## src/rtl/mmio_uart_tx_pkg.sv

```systemverilog
// Shared types and constants for the memory-mapped UART transmitter.
package mmio_uart_tx_pkg;

    typedef enum logic [1:0] {
        ST_IDLE  = 2'd0,
        ST_START = 2'd1,
        ST_DATA  = 2'd2,
        ST_STOP  = 2'd3
    } tx_state_e;

    localparam logic [31:0] DEFAULT_TX_ADDR = 32'h1000_0000;
    localparam int          DATA_BITS       = 8;

endpackage

```

## src/rtl/mmio_uart_tx_sync_fifo.sv

```systemverilog
// Synchronous byte FIFO with occupancy counter; push while full is honoured only alongside a pop.
module sync_fifo #(
    parameter int DEPTH = 8,
    parameter int WIDTH = 8
) (
    input  logic                     clk,
    input  logic                     reset,
    input  logic                     push,
    input  logic [WIDTH-1:0]         wdata,
    input  logic                     pop,
    output logic [WIDTH-1:0]         rdata,
    output logic                     full,
    output logic                     empty,
    output logic [$clog2(DEPTH):0]   count
);

    localparam int AW = $clog2(DEPTH);
    localparam int CW = AW + 1;

    logic [WIDTH-1:0] mem [DEPTH];
    logic [AW-1:0]    wr_ptr;
    logic [AW-1:0]    rd_ptr;
    logic             do_push;
    logic             do_pop;

    assign do_pop  = pop && !empty;
    assign do_push = push && (!full || do_pop);

    assign full  = (count == CW'(DEPTH));
    assign empty = (count == '0);
    assign rdata = mem[rd_ptr];

    always_ff @(posedge clk) begin
        if (do_push) begin
            mem[wr_ptr] <= wdata;
        end
    end

    // Pointers wrap naturally since DEPTH is a power of two.
    always_ff @(posedge clk) begin
        if (reset) begin
            wr_ptr <= '0;
            rd_ptr <= '0;
            count  <= '0;
        end else begin
            if (do_push) wr_ptr <= wr_ptr + 1'b1;
            if (do_pop)  rd_ptr <= rd_ptr + 1'b1;
            unique case ({do_push, do_pop})
                2'b10:   count <= count + 1'b1;
                2'b01:   count <= count - 1'b1;
                default: count <= count;
            endcase
        end
    end

endmodule

```

## src/rtl/mmio_uart_tx.sv

```systemverilog
// Store-mapped UART transmitter: a store to TX_ADDR queues a byte, the FSM serialises 8N1 frames.
//
// state    | meaning
// ST_IDLE  | line high, waiting for a queued byte
// ST_START | start bit (0) on the line
// ST_DATA  | data bit bit_idx on the line, LSB first
// ST_STOP  | stop bit (1); chains straight into the next start if bytes remain
module mmio_uart_tx
    import mmio_uart_tx_pkg::*;
#(
    parameter int          CLKS_PER_BIT = 16,
    parameter int          FIFO_DEPTH   = 8,
    parameter logic [31:0] TX_ADDR      = DEFAULT_TX_ADDR
) (
    input  logic        clk,
    input  logic        reset,
    input  logic        MemWriteM,
    input  logic [31:0] DataAdrM,
    input  logic [31:0] WriteDataM,
    output logic        tx,
    output logic        busy,
    output logic        fifo_full,
    output logic        overflow
);

    localparam int                BAUD_W    = (CLKS_PER_BIT > 2) ? $clog2(CLKS_PER_BIT) : 1;
    localparam logic [BAUD_W-1:0] BAUD_LOAD = BAUD_W'(CLKS_PER_BIT - 1);

    tx_state_e                   state, state_d;
    logic [BAUD_W-1:0]           baud_cnt, baud_cnt_d;
    logic [2:0]                  bit_idx, bit_idx_d;
    logic [7:0]                  shift_byte;
    logic                        tx_d;
    logic                        baud_tc;
    logic                        store_hit;
    logic                        fifo_push;
    logic                        fifo_pop;
    logic                        fifo_empty;
    logic [7:0]                  fifo_rdata;
    logic [$clog2(FIFO_DEPTH):0] fifo_count;
    logic                        unused_bits;

    assign unused_bits = ^{WriteDataM[31:8], fifo_count};

    assign store_hit = MemWriteM && (DataAdrM == TX_ADDR);
    assign fifo_push = store_hit && (!fifo_full || fifo_pop);
    assign busy      = (state != ST_IDLE) || !fifo_empty;
    assign baud_tc   = (baud_cnt == '0);

    sync_fifo #(
        .DEPTH (FIFO_DEPTH),
        .WIDTH (8)
    ) u_fifo (
        .clk   (clk),
        .reset (reset),
        .push  (fifo_push),
        .wdata (WriteDataM[7:0]),
        .pop   (fifo_pop),
        .rdata (fifo_rdata),
        .full  (fifo_full),
        .empty (fifo_empty),
        .count (fifo_count)
    );

    always_comb begin
        state_d    = state;
        baud_cnt_d = baud_cnt;
        bit_idx_d  = bit_idx;
        fifo_pop   = 1'b0;
        unique case (state)
            ST_IDLE: begin
                if (!fifo_empty) begin
                    state_d    = ST_START;
                    fifo_pop   = 1'b1;
                    baud_cnt_d = BAUD_LOAD;
                end
            end
            ST_START: begin
                if (baud_tc) begin
                    state_d    = ST_DATA;
                    baud_cnt_d = BAUD_LOAD;
                    bit_idx_d  = '0;
                end else begin
                    baud_cnt_d = baud_cnt - 1'b1;
                end
            end
            ST_DATA: begin
                if (baud_tc) begin
                    baud_cnt_d = BAUD_LOAD;
                    bit_idx_d  = bit_idx + 3'd1;
                    if (bit_idx == 3'(DATA_BITS - 1)) begin
                        state_d = ST_STOP;
                    end
                end else begin
                    baud_cnt_d = baud_cnt - 1'b1;
                end
            end
            ST_STOP: begin
                if (baud_tc) begin
                    if (!fifo_empty) begin
                        state_d    = ST_START;
                        fifo_pop   = 1'b1;
                        baud_cnt_d = BAUD_LOAD;
                    end else begin
                        state_d = ST_IDLE;
                    end
                end else begin
                    baud_cnt_d = baud_cnt - 1'b1;
                end
            end
            default: state_d = ST_IDLE;
        endcase
    end

    // tx is registered from next-state so the line never glitches between bits.
    always_comb begin
        tx_d = 1'b1;
        if (state_d == ST_START) begin
            tx_d = 1'b0;
        end else if (state_d == ST_DATA) begin
            tx_d = shift_byte[bit_idx_d];
        end
    end

    always_ff @(posedge clk) begin
        if (reset) begin
            state      <= ST_IDLE;
            baud_cnt   <= '0;
            bit_idx    <= '0;
            shift_byte <= '0;
            tx         <= 1'b1;
            overflow   <= 1'b0;
        end else begin
            state    <= state_d;
            baud_cnt <= baud_cnt_d;
            bit_idx  <= bit_idx_d;
            tx       <= tx_d;
            if (fifo_pop) begin
                shift_byte <= fifo_rdata;
            end
            if (store_hit && fifo_full && !fifo_pop) begin
                overflow <= 1'b1;
            end
        end
    end

endmodule

```

## config.mk

```make
export PLATFORM = sky130hd
export DESIGN_NAME = mmio_uart_tx
export DESIGN_NICKNAME = d
export VERILOG_FILES = /design/src/rtl/mmio_uart_tx_pkg.sv /design/src/rtl/mmio_uart_tx_sync_fifo.sv /design/src/rtl/mmio_uart_tx.sv
export SDC_FILE = /design/constraint.sdc
export NUM_CORES = 1
export LEC_CHECK = 0
export BUFFER_PORTS_ARGS = -buffer_cell sky130_fd_sc_hd__buf_4
export CAP_MARGIN = 30
export CORE_ASPECT_RATIO = 1.4
export CORE_UTILIZATION = 40
export CTS_CLUSTER_SIZE = 25
export DETAILED_ROUTE_END_ITERATION = 16
export PLACE_DENSITY_LB_ADDON = 0.15
export SLEW_MARGIN = 20
export SYNTH_ARGS = -nofsm -noshare
export SYNTH_HDL_FRONTEND = slang
export SYNTH_SLANG_ARGS = --single-unit
```

## constraint.sdc

```tcl
create_clock -name clk -period 2.7 [get_ports clk]
set_input_delay 0.27 -clock clk [delete_from_list [all_inputs] [get_ports clk]]
set_output_delay 0.27 -clock clk [all_outputs]
set_load 0.02 [all_outputs]
```

==> flow_summary.yaml <==
setup_path:
  worst_ep_arrival_time_ps: 2950
  critPathMaxStageDelay_ps: 400
  cpLargestDelayFamily: "compound AO/OA/AOI/OAI gates"
  required_ps: 2980
  critPathMaxFanout: 5
  cpMaxStageDelayCell: "a2111oi_4"
  path_class: "flop to flop"
  cp_cell_sequence: "inv_2 -> ha_4 -> nand4bb_1 -> a21o_1 -> a2111oi_4 -> inv_2 -> ha_4 -> xor2_1 -> ha_2 -> a21oi_2 -> xor2_1 -> or3_1 -> a21oi_2"
  crit_path_start_kind: "flop"
  end_kind: "flop"
  worst-path-buf-inv: 2
routing:
  drt_iter0_markers: 107
  dr_total_vias: 2691
  via_per_inst: 5.25
  wl_per_cell_um: 16.4
  drc: 0
  drt_wl_total_um: 8420
  ant_nets: 0
  dr.pass1.iters: 4
synth:
  synth-main-ff-cell: "edfxtp_1"
  synth_area_per_cell_sq_um: 13.7
  synth_nets: 387
  synthArstFlopShare_pct: 0
  synth_top_family_by_area: "multiplexers"
  synth_edf_count: 64
  yosysWarningCount: 0
  synth-adder-area-share_pct: 4.17
  seq_area_frac_synth_pct: 59.6
  synth_simple_gate_area_share_pct: 10.5
  synth_cell_type_count: 56
  synth-compound-area-share_pct: 10.1
  synth_seq_cells: 93
  synth_xor_area_share_pct: 1.25
  syn_area_sq_um: 4200
  syn_inst: 306
  synthMuxAreaShare_pct: 11.7
die:
  die_w_um: 88.6
  dieArea_sq_um: 10900
  coreArea_sq_um: 10100
  io_pins: 71
  rows: 43
  die_h_um: 123
  start_util_pct: 41.7
clocking:
  clock_sinks: 93
  h-tree-depth: 3
  cts_made_buffers: 9
  worstSkewPairLatency_ps: 340
  cts_root_buf: "clkbuf_16"
  path_clk_slew_ps: 70
  clockBufferDepth: 2
  cts_tree: "done"
  cts_hold_repair.buffers: 0
global_route:
  grt.total_usage_pct: 17.0
  grt_first_pass_wirelength_um: 13500
  antenna_found_initial: 0
  grt_max_degree: 26
  grt_pass1_vias: 2777
  grt-ovfl-total: 0
final_layout:
  drive_above_1_share_pct: 34.7
  antenna_cells: 0
  final_cells: 513
  syn_to_final_growth_pct: 24.2
  fin_nets: 454
placement:
  gp_congestion: 0.739
  dp_cells: 496
  portBuffers: 46
  pre_cts_ws_ps: -49.7
  hpwl_um: 5830
timing:
  worst_pin_slew_ps: 628
  finClkSkew_ps: 5.35
  postLayoutSetupSlackWorst_ps: 23.8
  slew_headroom_pct: 57.8
  period_needed_ps: 2680
  finalSetupViolations: 0
  finalCritPeriodShare_pct: 99.1
  max_freq_ghz: 0.374
  slew_violations: 0
  rsz0062_at_grt: "yes"
  finalHoldViolCount: 0
power_and_ir_drop:
  power.density_nw_per_um2: 749
  p_leak_nw: 1.84
  p_total_w: 0.00391
  vdd_drop_max_mv: 0.399
run_status:
  outcome: "finished, final reports clean"
flow_run:
  maxCapViolations: 0
worst_hold_path:
  hp-class: "primary input to flop"
## worst paths after layout
check                start                to  slack (ps)  cells past startpoint
max reg2reg    baud_cnt[0]   u_fifo.count[2]          20                     13
min          WriteDataM[2]  u_fifo.mem[5][2]         160                      1
max            baud_cnt[0]   u_fifo.count[2]          20                     13
min reg2reg       overflow          overflow         480                      2
## logic make-up after synthesis
logic type / count (synthesis)
DFF: 93
and+or+nand+nor: 81
AOI/OAI and AO/OA: 56
muxes: 29
buffers and inverters: 27
adders and majority gates: 14
xor gates and xnor gates: 6
## final cells by class
type                    count  area [sq um]
inverters                  13          48.8
flip-flops and latches     93          2510
multi-input cells         186          1670
well taps                 135           169
clock inverters             7          66.3
clock buffers               9           225
repair buffers             70           526
fillers                   894          4850
## registers in the layout (all words and copies together) (netlist names)
name	cells
u_fifo.mem	64
shift_byte	8
baud_cnt	4
u_fifo.count	4
bit_idx	3
u_fifo.rd_ptr	3
u_fifo.wr_ptr	3
state	2
overflow	1
tx	1
## report_power, final
group          internal (W)  leakage, nW  switching, W  total (W)
logic              0.000469        0.894      0.000600    0.00107
registers           0.00157        0.811     0.0000552    0.00163
clock network      0.000646        0.138      0.000564    0.00121
## through the flow
stage,setup TNS (ps),hold slack [ps],instance area (sq um),util [%]
2_1_floorplan,0,369,4260,-
3_3_place_gp,0,454,4880,48.5
3_5_place_dp,-49.7,463,4880,48.5
4_1_cts,0,148,5180,51.4
5_1_grt,-158,152,5210,51.8
6_report,0,160,5210,51.8
## cell usage after synthesis, types with 4 or more instances
library cell	n	area, sq um
nand2b_1	4	25.0
edfxtp_1	64	1920
clkbuf_1	9	33.8
nand2_1	10	37.5
o21ai_0	4	20.0
nor2_1	28	105
inv_1	11	41.3
a211oi_1	11	82.6
xor2_1	4	35.0
ha_1	14	175
mux4_2	16	360
mux2i_1	11	110
nor3_1	4	20.0
a21oi_1	12	60.1
dfxtp_1	29	581
nor4_1	6	37.5
## placed cells by master (no fill, tap or decap), drive strengths merged, types with 3 or more instances in the layout
master	count
buf	70
edfxtp	64
dfxtp	29
nor2	28
mux4	16
inv	16
ha	14
a21oi	12
mux2i	11
a211oi	11
nand2	10
clkbuf	9
nor4	6
o21ai	6
xor2	4
nand2b	4
nor3	4
or3	4
and2	4
a21o	3
a31oi	3
nand3	3
o211ai	3
nor4b	3
nor3b	3
## routing by layer
metal	vias up	wire, um	global-route usage (%)
met4	0	193	7.66
met1	1330	3470	18.8
met5	-	0	0
li1	1317	-	-
met2	26	4610	30.9
met3	18	146	3.47
## timing repair
action	4_1_cts	5_1_grt
endpoints found under the hold margin	0	0
pin swaps	2	3
gates resized for setup	1	8
buffers inserted	0	1
setup endpoints to repair	1	2
(Power assumes the default switching activity.)
